===== src/rtl/execute_stage_pkg.sv =====
// Shared Y86-64 execute-stage constants: instruction codes, ALU functions,
// condition codes and the branch/cmov condition evaluator.
package execute_stage_pkg;

    localparam logic [3:0] IHALT   = 4'h0;
    localparam logic [3:0] INOP    = 4'h1;
    localparam logic [3:0] IRRMOVQ = 4'h2;
    localparam logic [3:0] IIRMOVQ = 4'h3;
    localparam logic [3:0] IRMMOVQ = 4'h4;
    localparam logic [3:0] IMRMOVQ = 4'h5;
    localparam logic [3:0] IOPQ    = 4'h6;
    localparam logic [3:0] IJXX    = 4'h7;
    localparam logic [3:0] ICALL   = 4'h8;
    localparam logic [3:0] IRET    = 4'h9;
    localparam logic [3:0] IPUSHQ  = 4'hA;
    localparam logic [3:0] IPOPQ   = 4'hB;

    typedef enum logic [1:0] {
        ALUADD = 2'b00,
        ALUSUB = 2'b01,
        ALUAND = 2'b10,
        ALUXOR = 2'b11
    } alu_fn_e;

    localparam logic [3:0] C_YES = 4'h0;
    localparam logic [3:0] C_LE  = 4'h1;
    localparam logic [3:0] C_L   = 4'h2;
    localparam logic [3:0] C_E   = 4'h3;
    localparam logic [3:0] C_NE  = 4'h4;
    localparam logic [3:0] C_GE  = 4'h5;
    localparam logic [3:0] C_G   = 4'h6;

    // cc is packed {ZF, SF, OF}
    function automatic logic cond_eval(input logic [3:0] fn, input logic [2:0] cc);
        logic zf, sf, of;
        zf = cc[2];
        sf = cc[1];
        of = cc[0];
        case (fn)
            C_YES:   cond_eval = 1'b1;
            C_LE:    cond_eval = (sf ^ of) | zf;
            C_L:     cond_eval = sf ^ of;
            C_E:     cond_eval = zf;
            C_NE:    cond_eval = !zf;
            C_GE:    cond_eval = !(sf ^ of);
            C_G:     cond_eval = !(sf ^ of) && !zf;
            default: cond_eval = 1'b0;
        endcase
    endfunction

endpackage


===== src/rtl/execute_stage_if.sv =====
// Handshake and data bundle between decode, execute and memory stages.
interface execute_stage_if #(parameter int DATA_W = 64);
    logic              in_valid;
    logic              in_ready;
    logic [3:0]        icode;
    logic [3:0]        ifun;
    logic [DATA_W-1:0] valA;
    logic [DATA_W-1:0] valB;
    logic [DATA_W-1:0] valC;
    logic              out_valid;
    logic              out_ready;
    logic [3:0]        out_icode;
    logic [DATA_W-1:0] valE;
    logic              cnd;
    logic [2:0]        cc;
    logic              out_err;

    modport slave (
        input  in_valid, icode, ifun, valA, valB, valC, out_ready,
        output in_ready, out_valid, out_icode, valE, cnd, cc, out_err
    );

    modport master (
        output in_valid, icode, ifun, valA, valB, valC, out_ready,
        input  in_ready, out_valid, out_icode, valE, cnd, cc, out_err
    );
endinterface


===== src/rtl/execute_stage_alu.sv =====
// Combinational ALU computing b op a with signed overflow for add/sub.
module execute_stage_alu
    import execute_stage_pkg::*;
#(
    parameter int DATA_W = 64
) (
    output logic [DATA_W-1:0] ans,
    output logic              overflow,
    input  alu_fn_e           control,
    input  logic [DATA_W-1:0] a,
    input  logic [DATA_W-1:0] b
);
    always_comb begin
        ans      = '0;
        overflow = 1'b0;
        case (control)
            ALUADD: begin
                ans      = b + a;
                overflow = (a[DATA_W-1] == b[DATA_W-1]) && (ans[DATA_W-1] != b[DATA_W-1]);
            end
            ALUSUB: begin
                ans      = b - a;
                overflow = (a[DATA_W-1] != b[DATA_W-1]) && (ans[DATA_W-1] != b[DATA_W-1]);
            end
            ALUAND:  ans = b & a;
            ALUXOR:  ans = b ^ a;
            default: ans = '0;
        endcase
    end
endmodule


===== src/rtl/execute_stage.sv =====
// Y86-64 execute stage: operand select, ALU, flags, condition evaluation and
// a one-entry output register with valid/ready handshake.
module execute_stage
    import execute_stage_pkg::*;
#(
    parameter int DATA_W = 64
) (
    input  logic clk,
    input  logic rst,
    execute_stage_if.slave bus
);
    localparam logic [DATA_W-1:0] K_EIGHT     = DATA_W'(8);
    localparam logic [DATA_W-1:0] K_NEG_EIGHT = '0 - K_EIGHT;

    logic              r_out_valid;
    logic [DATA_W-1:0] r_valE;
    logic              r_cnd;
    logic [3:0]        r_out_icode;
    logic              r_out_err;
    logic [2:0]        r_cc;

    logic              w_in_ready;
    logic              w_accept;
    logic              w_illegal;
    logic [DATA_W-1:0] w_alu_a;
    logic [DATA_W-1:0] w_alu_b;
    alu_fn_e           w_alu_fn;
    logic [DATA_W-1:0] w_alu_ans;
    logic              w_alu_of;
    logic              w_cnd;
    logic              w_cc_upd;
    logic [2:0]        w_cc_new;

    assign w_in_ready = !r_out_valid || bus.out_ready;
    assign w_accept   = bus.in_valid && w_in_ready;

    always_comb begin
        w_illegal = 1'b0;
        case (bus.icode)
            IOPQ:           w_illegal = bus.ifun > 4'd3;
            IRRMOVQ, IJXX:  w_illegal = bus.ifun > 4'd6;
            IHALT, INOP, IIRMOVQ, IRMMOVQ, IMRMOVQ,
            ICALL, IRET, IPUSHQ, IPOPQ:
                            w_illegal = bus.ifun != 4'd0;
            default:        w_illegal = 1'b1;
        endcase
    end

    always_comb begin
        w_alu_a = '0;
        w_alu_b = '0;
        case (bus.icode)
            IRRMOVQ:                   w_alu_a = bus.valA;
            IOPQ:                      w_alu_a = bus.valA;
            IIRMOVQ, IRMMOVQ, IMRMOVQ: w_alu_a = bus.valC;
            ICALL, IPUSHQ:             w_alu_a = K_NEG_EIGHT;
            IRET, IPOPQ:               w_alu_a = K_EIGHT;
            default:                   w_alu_a = '0;
        endcase
        case (bus.icode)
            IRMMOVQ, IMRMOVQ, IOPQ, ICALL, IRET, IPUSHQ, IPOPQ: w_alu_b = bus.valB;
            default:                                            w_alu_b = '0;
        endcase
    end

    assign w_alu_fn = (bus.icode == IOPQ) ? alu_fn_e'(bus.ifun[1:0]) : ALUADD;

    execute_stage_alu #(.DATA_W(DATA_W)) u_alu (
        .ans      (w_alu_ans),
        .overflow (w_alu_of),
        .control  (w_alu_fn),
        .a        (w_alu_a),
        .b        (w_alu_b)
    );

    // Condition uses the flags as they stand before this instruction's own update
    always_comb begin
        w_cnd = 1'b1;
        if (w_illegal)
            w_cnd = 1'b0;
        else if (bus.icode == IJXX || bus.icode == IRRMOVQ)
            w_cnd = cond_eval(bus.ifun, r_cc);
    end

    assign w_cc_upd = w_accept && (bus.icode == IOPQ) && !w_illegal;
    assign w_cc_new = {(w_alu_ans == '0), w_alu_ans[DATA_W-1], w_alu_of};

    always_ff @(posedge clk or posedge rst) begin
        if (rst) begin
            r_out_valid <= 1'b0;
            r_valE      <= '0;
            r_cnd       <= 1'b0;
            r_out_icode <= 4'h0;
            r_out_err   <= 1'b0;
            r_cc        <= 3'b100;
        end else begin
            if (w_accept) begin
                r_out_valid <= 1'b1;
                r_valE      <= w_illegal ? '0 : w_alu_ans;
                r_cnd       <= w_cnd;
                r_out_icode <= bus.icode;
                r_out_err   <= w_illegal;
            end else if (bus.out_ready) begin
                r_out_valid <= 1'b0;
            end
            if (w_cc_upd)
                r_cc <= w_cc_new;
        end
    end

    assign bus.in_ready  = w_in_ready;
    assign bus.out_valid = r_out_valid;
    assign bus.valE      = r_valE;
    assign bus.cnd       = r_cnd;
    assign bus.out_icode = r_out_icode;
    assign bus.out_err   = r_out_err;
    assign bus.cc        = r_cc;

endmodule


===== src/flat_wrapper.sv =====
// flat-port wrapper written by rule: the top's interface ports become plain ports
module execute_stage_flat import execute_stage_pkg::*;
#(
    parameter int DATA_W = 64
)
  (clk, rst, bus_in_valid, bus_icode, bus_ifun, bus_valA, bus_valB, bus_valC, bus_out_ready, bus_in_ready, bus_out_valid, bus_out_icode, bus_valE, bus_cnd, bus_cc, bus_out_err);
  execute_stage_if #(.DATA_W(DATA_W)) bus_i ();
  input  logic clk;
  input  logic rst;
  input wire logic [$bits(bus_i.in_valid)-1:0] bus_in_valid;
  input wire logic [$bits(bus_i.icode)-1:0] bus_icode;
  input wire logic [$bits(bus_i.ifun)-1:0] bus_ifun;
  input wire logic [$bits(bus_i.valA)-1:0] bus_valA;
  input wire logic [$bits(bus_i.valB)-1:0] bus_valB;
  input wire logic [$bits(bus_i.valC)-1:0] bus_valC;
  input wire logic [$bits(bus_i.out_ready)-1:0] bus_out_ready;
  output wire logic [$bits(bus_i.in_ready)-1:0] bus_in_ready;
  output wire logic [$bits(bus_i.out_valid)-1:0] bus_out_valid;
  output wire logic [$bits(bus_i.out_icode)-1:0] bus_out_icode;
  output wire logic [$bits(bus_i.valE)-1:0] bus_valE;
  output wire logic [$bits(bus_i.cnd)-1:0] bus_cnd;
  output wire logic [$bits(bus_i.cc)-1:0] bus_cc;
  output wire logic [$bits(bus_i.out_err)-1:0] bus_out_err;
  assign bus_i.in_valid = bus_in_valid;
  assign bus_i.icode = bus_icode;
  assign bus_i.ifun = bus_ifun;
  assign bus_i.valA = bus_valA;
  assign bus_i.valB = bus_valB;
  assign bus_i.valC = bus_valC;
  assign bus_i.out_ready = bus_out_ready;
  assign bus_in_ready = bus_i.in_ready;
  assign bus_out_valid = bus_i.out_valid;
  assign bus_out_icode = bus_i.out_icode;
  assign bus_valE = bus_i.valE;
  assign bus_cnd = bus_i.cnd;
  assign bus_cc = bus_i.cc;
  assign bus_out_err = bus_i.out_err;
  execute_stage #(.DATA_W(DATA_W)) u_core (.clk(clk), .rst(rst), .bus(bus_i));
endmodule

===== config.mk =====
export PLATFORM = sky130hd
export DESIGN_NAME = execute_stage_flat
export DESIGN_NICKNAME = d
export VERILOG_FILES = /design/src/rtl/execute_stage_pkg.sv /design/src/rtl/execute_stage_if.sv /design/src/rtl/execute_stage_alu.sv /design/src/rtl/execute_stage.sv /design/src/flat_wrapper.sv
export SDC_FILE = /design/constraint.sdc
export NUM_CORES = 1
export LEC_CHECK = 0
export BUFFER_PORTS_ARGS = -buffer_cell sky130_fd_sc_hd__clkbuf_2
export CAP_MARGIN = 20
export CELL_PAD_IN_SITES_DETAIL_PLACEMENT = 0
export CELL_PAD_IN_SITES_GLOBAL_PLACEMENT = 1
export CORE_ASPECT_RATIO = 0.5
export CORE_UTILIZATION = 45
export CTS_CLUSTER_SIZE = 8
export DETAILED_ROUTE_END_ITERATION = 6
export PLACE_DENSITY_LB_ADDON = 0.1
export SYNTH_ARGS = -nofsm -noshare
export SYNTH_HDL_FRONTEND = slang
export SYNTH_SLANG_ARGS = --single-unit

===== constraint.sdc =====
create_clock -name clk -period 5.2 [get_ports clk]
set_input_delay 0.52 -clock clk [delete_from_list [all_inputs] [get_ports clk]]
set_output_delay 0.52 -clock clk [all_outputs]
set_load 0.05 [all_outputs]

Word-level counts from Yosys, hierarchy flattened

Cells that the tools add are included.

Flip-flop bits (word level): 74

Bitwise operators: 4
Add/subtract/negate cells: 2
Reductions and logical operators: 25
Mux-type cells: 12
Magnitude comparators: 2
Eq/ne operators: 24

Operator list:

| cell                                                                  | count |
|---|---|
| 64-bit case mux with 4 select lines                                   | 2 |
| 64-bit two-way mux                                                    | 2 |
| 64-bit adder                                                          | 1 |
| 64-bit AND                                                            | 1 |
| 64-bit zero test                                                      | 1 |
| 64-bit subtractor                                                     | 1 |
| 64-bit bitwise XOR                                                    | 1 |
| 4-bit by 3-bit equality test with 1-bit output, second input constant | 7 |
| 4-bit by 2-bit equality test with 1-bit output, second input constant | 4 |
| 4-bit equality test, second input constant                            | 4 |
| 9-bit OR reduction                                                    | 1 |
| 4-bit by 1-bit equality test with 1-bit output, second input constant | 2 |
| 4-bit zero test                                                       | 2 |
| 2-bit OR reduction                                                    | 4 |
| 1-bit case mux with 7 select lines                                    | 1 |
| 7-bit OR reduction                                                    | 1 |
| 1-bit logical AND                                                     | 6 |
| 2-bit equality test, second input constant                            | 2 |
| 4-bit by 2-bit > comparator with 1-bit output, second input constant  | 1 |
| 4-bit by 3-bit > comparator with 1-bit output, second input constant  | 1 |
| 1-bit zero test                                                       | 4 |
| 1-bit two-way mux                                                     | 4 |
| 4-bit nonzero test                                                    | 1 |
| 1-bit != test                                                         | 3 |
| 11 further kinds                                                      | 12 |

Logic depth before layout (Yosys ltp)

Gate-level depths: netlist of the first run.

Depth in word-level cells: 7
Gate-level depth with buffers: 22
Gate-level depth less buffers: 20

Cells and area by module

Synthesis of the first run repeated with hierarchy kept, for this count alone.

Cells, all modules: 1916
Area total of the unflattened synthesis: 13900.8 sq um

Modules (own cells, without submodules):

| module            | cells each | times used | area each (sq um) |
|---|---|---|---|
| execute_stage_alu | 1535       | 1          | 9753.1 |
| execute_stage     | 381        | 1          | 4147.7 |

Least setup slack after synthesis of the first run

No wires, ideal clock.

Path kind: in2reg
Start point: input bus_icode[0]
End point: register u_core.r_cc[2] (netlist: u_core.bus.cc[2])
Setup time: 0.097 ns
Stages on the path: 22
Arrival time: 5.164 ns
Slack: -0.061 ns
Path through: clkbuf_1 -> nor2b_1 -> mux2i_1 -> nor2_1 -> clkbuf_1 -> a22o_1 -> ha_1 -> inv_1 -> fa_1 -> o21bai_1 -> a21oi_1 -> o21ai_0 -> a211oi_1 -> a21oi_1 -> o32ai_1 -> o41ai_1 -> xnor2_1 -> nor2_1 -> a221o_1 -> nor4_1 -> nand4_1 -> o41ai_2

Longest elaborated chain between the ends: 6
Elaborated cells between the ends (all ways): 36
Those cells by class: add/sub (2); eq/ne (14); mux (5); bitwise (2); reduce/logical (13)

RTL lines:

| item                                                                      | RTL line                                 | source |
|---|---|---|
| start: declaration                                                        | flat_wrapper.sv:11                       | `input wire logic [$bits(bus_i.icode)-1:0] bus_icode;` |
| 4-bit by 2-bit equality test with 1-bit output (tied with other cells)    | execute_stage.sv:39, execute_stage.sv:52 |  |
| 3-bit OR reduction (tied with other cells)                                | execute_stage.sv:52                      | `case (bus.icode)` |
| 64-bit case mux with 4 select lines or 64-bit two-way mux (tied branches) | execute_stage.sv:52, execute_stage.sv:60 |  |
| 64-bit subtractor (tied with other cells)                                 | execute_stage_alu.sv:22                  | `ans = b - a;` |
| 64-bit case mux with 4 select lines                                       | execute_stage_alu.sv:16                  | `case (control)` |
| 64-bit zero test                                                          | execute_stage.sv:86                      | `assign w_cc_new = {(w_alu_ans == '0), w_alu_ans[DATA_W-1], w_alu_of};` |
| end signal: assignment                                                    | execute_stage.sv:107                     | `r_cc <= w_cc_new;` |
| end: declaration                                                          | execute_stage.sv:20                      | `logic [2:0] r_cc;` |

Several ways; a longest one is shown, not always the timed one.
A chain may end at the register's enable or synchronous reset.

Worst setup path in the final report of the first run

Ends and elaborated chain as after synthesis.

==> results of run 1 <==
==> through the flow <==
step / power (mW) / worst slack [ns] / setup TNS, ns / hold WS (ns) / utilization
3_5_place_dp: 3.43 / -0.667 / -3.62 / 0.473 / 0.645
6_report: 4.26 / -0.0471 / -0.0471 / 0.436 / 0.675
5_1_grt: 4.47 / -0.116 / -0.229 / 0.432 / 0.675
3_3_place_gp: 3.42 / -0.506 / -1.93 / 0.464 / 0.645
2_1_floorplan: 2.08 / 0.0231 / 0 / 0.610 / -
4_1_cts: 4.08 / 0.00637 / 0 / 0.428 / 0.661
==> Yosys cell counts (49+ instances only) <==
cell / count
a21oi_1: 195
nor2_1: 165
nand2_1: 163
o21ai_0: 131
ha_1: 129
inv_1: 125
clkbuf_1: 103
nor2b_1: 95
dfrtp_1: 73
xnor2_1: 56
a221oi_1: 54
nor3_1: 53
nand3_1: 49
==> layout by cell type (no fill, tap or decap), drive strengths merged, types with 24 or more instances in the layout <==
| cell type | netlist | routed |
|---|---|---|
| nand2b | 48 | 48 |
| a21oi | 197 | 197 |
| o21bai | 24 | 24 |
| a221oi | 56 | 56 |
| nor3 | 55 | 55 |
| dfrtp | 73 | 73 |
| a221o | 33 | 33 |
| nor2 | 165 | 165 |
| inv | 125 | 129 |
| nand3 | 50 | 50 |
| nand2 | 164 | 164 |
| xnor2 | 56 | 56 |
| buf | 34 | 588 |
| a22o | 37 | 37 |
| clkbuf | 104 | 287 |
| nand4 | 25 | 25 |
| nor2b | 95 | 95 |
| ha | 129 | 129 |
| nor4 | 24 | 24 |
| a211oi | 31 | 31 |
| a21o | 25 | 25 |
| o31ai | 33 | 33 |
| o21ai | 141 | 141 |
==> state kept, by name, indices dropped and copies added, names as in the netlist <==
register / count
u_core.bus.out_err: 1
u_core.bus.cc: 3
u_core.bus.valE: 64
u_core.bus.out_icode: 4
u_core.bus.cnd: 1
u_core.bus.out_valid: 1
==> critical path: cells and delay by family <==
| family | cells | cell delay, ns |
|---|---|---|
| mux | 2 | 0.35 |
| compound gates | 3 | 0.99 |
| fa+ha+maj | 1 | 0.39 |
| buf+inv | 5 | 0.72 |
| simple gates | 12 | 2.51 |
==> layer usage <==
metal  part of all wire  wire length [um]
met3               0.10              7420
met5                  0                 0
met2               0.44             32000
met4              0.045              3270
met1               0.41             30300
==> power groups by stage <==
stage                     sequential [mW]  clock, mW  combinational, mW
after CTS                           0.620      0.607               2.86
after global placement              0.630          0               2.79
after floorplan                     0.723          0               1.35
after global routing                0.622      0.637               3.21
final                               0.620      0.608               3.03
after detailed placement            0.630          0               2.80
==> cells by family (layout without fill, tap and decap cells) <==
group           count (synthesis)  count (layout)  synth area share
compound gates                772             772             0.367
xor+xnor                       60              60            0.0358
fa+ha+maj                     131             131             0.113
buf+inv                       268            1012            0.0717
flops                          74              74             0.126
mux                            31              31            0.0218
simple gates                  739             739             0.265
==> timing repair <==
| action | 4_1_cts | 5_1_grt |
|---|---|---|
| setup endpoints to repair | 5 | 8 |
| setup buffers | 6 | 10 |
| pin swaps | 12 | 24 |
| gates resized for setup | 32 | 80 |
==> worst min path at each step <==
| stage | startpoint | end | cells past startpoint | slack (ns) |
|---|---|---|---|---|
| floorplan | u_core.bus.cc[2]$_DFFE_PP1P_ | u_core.bus.cc[2]$_DFFE_PP1P_ | 2 | 0.61 |
| global placement | u_core.bus.out_icode[1]$_DFFE_PP0P_ | u_core.bus.out_icode[1]$_DFFE_PP0P_ | 2 | 0.46 |
| detailed placement | u_core.bus.valE[45]$_DFFE_PP0P_ | u_core.bus.valE[45]$_DFFE_PP0P_ | 2 | 0.47 |
| CTS | bus_in_valid | u_core.bus.out_valid$_DFFE_PP0P_ | 2 | 0.43 |
| global route | bus_in_valid | u_core.bus.out_valid$_DFFE_PP0P_ | 2 | 0.43 |
| finish | bus_in_valid | u_core.bus.out_valid$_DFFE_PP0P_ | 2 | 0.44 |
==> final cells by class <==
| cell class | count | area share |
|---|---|---|
| Inverter | 130 | 0.0227 |
| Sequential cell | 74 | 0.0861 |
| Clock inverter | 7 | 0.00267 |
| Tap cell | 432 | 0.0251 |
| Clock buffer | 9 | 0.0105 |
| Timing Repair Buffer | 866 | 0.278 |
| Multi-Input combinational cell | 1733 | 0.575 |
==> results.md, run 1 <==
- Crit end category: flop
- Final setup fails: 1
- Gate power share: 0.711
- DR vias: 20100
- Worst Path Max Fanout: 11
- Synthesis-to-finish area growth: 46.6%
- Post-synth ARST share: 1.00
- DP HPWL: 58800 um
- Chip height: 130 um
- Grt met3 use: 0.0901
- R2R Setup Slk: 1.45 ns
- CP startpoint: bus_icode[0]
- FF+latch area: 1850 sq um
- Kind of critical path: input port to flop
- Seq/Total Area, Yosys: 0.126
- RSZ-0062 raised after global routing: yes
- Placed cell area: 20600 sq um
- Slowest stage cell, crit path: nor4_1
- Fmax: 0.191 GHz
- Fin crit period: 5.25 ns
- FILL cells: 2960
- Standby leakage power: 10.3 nW
- GR Util met2: 0.678
- Residual DRC count: 0
- Routability cong.: 1.11
- Pint: 2.27 mW
- Slew @ Worst Pin: 1.06 ns
- Post-Syn Nets: 2410
- Clock latency on the worst-skew pair: 0.34 ns
- Sw frac: 0.467
- GR Util All Layers: 0.419
- Largest net degree at the start of global routing: 75
- Reg2reg path depth: 15
- Met1 Use GR: 0.546
- Slew Viols, Final: 0
- Final instance area: 21500 sq um
- Netlist Area Pre-Place: 14700 sq um
- Setup ws final: -0.0471 ns
- First-pass GRT wire length: 109000 um
- Post-DR vias/cell: 6.20
- Final wirelength: 72900 um
- Number of enable flip-flop cells after synthesis: 0
- Max VDD drop: 0.170 mV
- Clock transition at the registers of the reported paths: 0.06 ns
- Violated checks: negative setup slack
- Flop pwr share: 0.146
- Share of total power in the clock network: 0.143
- Syn. warnings: 0
- CTS tree: done
- 1st-iter DRT viols: 2335
- Critical path startpoint category: input port
- Final Cycle Share: 1.01
- CTS Buffer Depth: 2
- Crit path DAT: 5.51 ns
- Synth area leader: dfrtp_1
- Initial antenna violation count: 3
- Status: finished with violations
- Top-area cell type share of the netlist area: 0.124
- Initial core utilization: 0.461
- 1st-pass router iterations: 6
- CTS H-tree lvls: 3
- Hold Fails Final Rpt: 0
- Multi-input gate area: 12400 sq um
- Worst r2r src: u_core.bus.out_valid$_DFFE_PP0P_
- Switching pwr: 1.99 mW
- Slowest stage delay, CP: 0.90 ns
- Cell Count Post-Placement: 3219
- Finished Layout Cells: 3251
- Share of layout cells above drive strength 1: 0.365
- Core footprint: 31900 sq um
- Clock sink count: 74
- Average size of a mapped cell: 7.08 sq um
- Max-Cap Viols: 0
- FP Rows: 46
- Remaining Overflow, GRT: 0
- Slew HR: 0.289
- Hold-fix buffer count after cts: 0
- WL per Instance: 22.4 um
- IO Pins: 279
- NumNets Final: 3149
- TritonCTS buffer count: 9
- HP Class: input port to flop
- Vias in the first global route: 18700
- IO Port Bufs: 278
- Cell Pwr Density: 198 nW/um^2
- Crit path to: u_core.bus.cc[2]$_DFFE_PP1P_
- Die W: 257 um
- Cell count after synthesis: 2075
- Synth Register Bits: 74
- Cell variety after synth: 107
- Die area: 33400 sq um
- CP Cell Sequence: clkbuf_2, nor2b_1, mux2i_1, nor2_4, buf_12, buf_12, a221o_1, ha_1, nor4bb_4, buf_4, nand3_1, nor2_1, a211oi_2, nand2_1, buf_4, mux2i_1, nor4_1, nor4b_4, and4b_1, nand4_1, and4bb_1, nand4b_1, o41ai_2
- Clock skew after layout: 0.00758 ns
- Gr busiest metal: met2
- R2R Path End: u_core.bus.cc[2]$_DFFE_PP1P_
- Antenna Cells: 0
- Post-DRT Antenna Nets: 0
- Top FF cell, synth: dfrtp_1
- Clk Tree Root Cell: clkbuf_16
- Required @ worst endpoint: 5.46 ns
- Top cells by area, synth: dfrtp_1 12%, ha_1 11%, a21oi_1 6.6%, o21ai_0 4.5%, nor2_1 4.2%
Power figures use the tool's default switching activity.
==> run 2, diff against run 1 <==
--- a/config.mk
+++ b/config.mk
@@ -17,3 +17,4 @@
 export SYNTH_ARGS = -nofsm -noshare
 export SYNTH_HDL_FRONTEND = slang
 export SYNTH_SLANG_ARGS = --single-unit
+export TNS_END_PERCENT = 50
==> constraint.sdc (replaced) <==
create_clock -name clk -period 5.2 [get_ports clk]
set_input_delay 1.04 -clock clk [delete_from_list [all_inputs] [get_ports clk]]
set_output_delay 1.04 -clock clk [all_outputs]
set_load 0.05 [all_outputs]
==> results.md, run 2 (same netlist as run 1, synthesis figures left out) <==
- Share of layout cells above drive strength 1: 0.424 (+0.0587)
- Final setup fails: 5 (+4)
- Standby leakage power: 11.4 nW (+9.7%)
- Vias in the first global route: 19900 (+6.1%)
- Largest register FFs: 64 (unchanged)
- Post-DR vias/cell: 6.08 (-1.9%)
- CTS tree: done
- FP Rows: 46 (unchanged)
- Core Util, Final: 0.735 (+0.0594)
- Setup ws final: -0.448 ns (-0.401 ns)
- HP Class: flop to flop
- Flop pwr share: 0.137 (-0.009)
- Core footprint: 31900 sq um (unchanged)
- Hold Fails Final Rpt: 0 (unchanged)
- IO Pins: 279 (unchanged)
- Commonest non-fill, non-tap cell in the layout: buf_4
- Final Cycle Share: 1.09 (+0.0770)
- Die area: 33400 sq um (unchanged)
- Worst r2r src: u_core.bus.out_valid$_DFFE_PP0P_
- Clock latency on the worst-skew pair: 0.35 ns (about the same)
- Critical path startpoint category: input port
- Synthesis-to-finish area growth: 59.5%
- Share of total power in the clock network: 0.138 (-0.005)
- Slowest stage cell, crit path: or4_4
- Min-delay src: u_core.bus.valE[7]$_DFFE_PP0P_
- 1st-pass router iterations: 6 (unchanged)
- CTS H-tree lvls: 3 (unchanged)
- Switching pwr: 2.08 mW (+4.5%)
- Hold path cells: 2 (unchanged)
- Remaining Overflow, GRT: 0 (unchanged)
- Hold path endpoint: u_core.bus.valE[7]$_DFFE_PP0P_
- Cell Pwr Density: 194 nW/um^2 (-1.9%)
- Clock sink count: 74 (unchanged)
- Pint: 2.47 mW (+8.7%)
- Clock skew after layout: 0.0101 ns (+0.00249 ns)
- Max VDD drop: 0.168 mV (-1.0%)
- Slew Viols, Final: 0 (unchanged)
- R2R Setup Slk: 1.50 ns (+0.05 ns)
- Die W: 257 um (unchanged)
- Worst Path Max Fanout: 13 (+2)
- Clock transition at the registers of the reported paths: 0.07 ns (about the same)
- Slew HR: 0.310 (+0.0210)
- Pre-CTS WS: -1.11 ns (-0.441 ns)
- R2R Path End: u_core.bus.cc[2]$_DFFE_PP1P_
- Kind of critical path: input port to flop
- Violated checks: negative setup slack
- WL per Instance: 21.8 um (-2.8%)
- TritonCTS buffer count: 9 (unchanged)
- Initial core utilization: 0.461 (unchanged)
- 1st-iter DRT viols: 2424 (+3.8%)
- Post-DRT Antenna Nets: 0 (unchanged)
- Crit path DAT: 5.90 ns (+0.39 ns)
- DR vias: 20900 (+4.0%)
- Residual DRC count: 0 (unchanged)
- Fmax: 0.177 GHz (-7.1%)
- Routability cong.: 1.10 (-0.77%)
- CP Cell Sequence: buf_6, nor2b_4, mux2i_4, nor2_4, buf_12, a221o_1, ha_4, or4_4, or3_4, a211oi_4, buf_4, nor3_2, o211ai_2, nor2_1, o32a_1, nor4b_2, and4b_1, nand4_1, and4bb_1, nand4b_1, o41ai_2
- Required @ worst endpoint: 5.45 ns (about the same)
- Status: finished with violations
- Chip height: 130 um (unchanged)
- CTS Buffer Depth: 2 (unchanged)
- NumNets Final: 3339 (+6.0%)
- DP HPWL: 60800 um (+3.4%)
- Hold-fix buffer count after cts: 0 (unchanged)
- Gate power share: 0.725 (+0.014)
- RSZ-0062 raised after global routing: yes
- Largest net degree at the start of global routing: 71 (-5.3%)
- Clk Tree Root Cell: clkbuf_16
- Sw frac: 0.457 (-0.00975)
- GR Util All Layers: 0.431 (+0.0118)
- Fin crit period: 5.65 ns (+0.401 ns)
- Final wirelength: 75100 um (+3.0%)
- Reg2reg path depth: 15 (unchanged)
- Crit end category: flop
- IO Port Bufs: 278 (unchanged)
- Slowest stage delay, CP: 0.54 ns (-0.36 ns)
- Max-Cap Viols: 0 (unchanged)
- Commonest cells after routing, fill and taps aside: 757 x buf_4, 275 x clkbuf_2, 176 x a21oi_1
- First-pass GRT wire length: 112000 um (+2.6%)
- CP startpoint: bus_icode[0]
- Slew @ Worst Pin: 1.03 ns (-0.0249 ns)
- Initial antenna violation count: 3 (unchanged)
-- run 2: how the worst max path moves through the flow --
stage,endpoint
2_1_floorplan,u_core.bus.cc[2]$_DFFE_PP1P_
3_3_place_gp,u_core.bus.cc[2]$_DFFE_PP1P_
3_5_place_dp,u_core.bus.cc[2]$_DFFE_PP1P_
4_1_cts,u_core.bus.cc[2]$_DFFE_PP1P_
5_1_grt,u_core.bus.cc[2]$_DFFE_PP1P_
6_report,u_core.bus.cc[2]$_DFFE_PP1P_
-- run 2: routing by layer --
metal	up-vias	global-route usage	part of all wire
met2	1188	0.707	0.44
met3	238	0.0963	0.11
li1	9643	-	-
met4	0	0.181	0.045
met1	9871	0.551	0.41
met5	-	0	0
-- run 2: cell type report --
class / instances / area [sq um]
multi-input cells: 1733 / 12800
fillers: 2690 / 8460
repair buffers: 1056 / 7450
clock buffers: 9 / 225
inverters: 130 / 489
well taps: 432 / 541
clock inverters: 7 / 70.1
diodes: 3 / 7.51
flip-flops and latches: 74 / 1850
-- run 2: critical path, delay by kind of cell --
family	cells	cell delay, ns
AOI/OAI and AO/OA	5	1.63
adders and majority gates	1	0.23
buffers and inverters	3	0.43
muxes	1	0.18
and+or+nand+nor	11	2.36
-- run 2: through the flow --
step                power [mW]  hold WS [ns]  setup TNS (ns)  area (sq um)  std cells
floorplan                 2.10         0.610        -0.00391         14800       2075
global placement          3.61         0.465          -10.17         22000       3406
detailed placement        3.64         0.470          -12.18         22000       3406
CTS                       4.35         0.485          -0.572         22900       3429
global route              4.76         0.515           -1.70         23400       3443
finish                    4.55         0.483          -0.980         23400       3444
-- run 2: repair_timing --
| action | CTS | global route |
|---|---|---|
| endpoints found under the hold margin | 0 | 0 |
| gates cloned | 1 | 1 |
| pin swaps | 14 | 46 |
| setup buffers | 7 | 11 |
| setup endpoints to repair | 15 | 18 |
| resized for setup | 91 | 102 |
-- run 2: power by group through the flow --
stage	Sequential, mW	Clock, mW	Combinational, mW
after CTS	0.620	0.625	3.11
after detailed placement	0.630	0	3.01
after floorplan	0.723	0	1.37
final	0.621	0.629	3.30
after global placement	0.630	0	2.98
after global routing	0.623	0.657	3.48
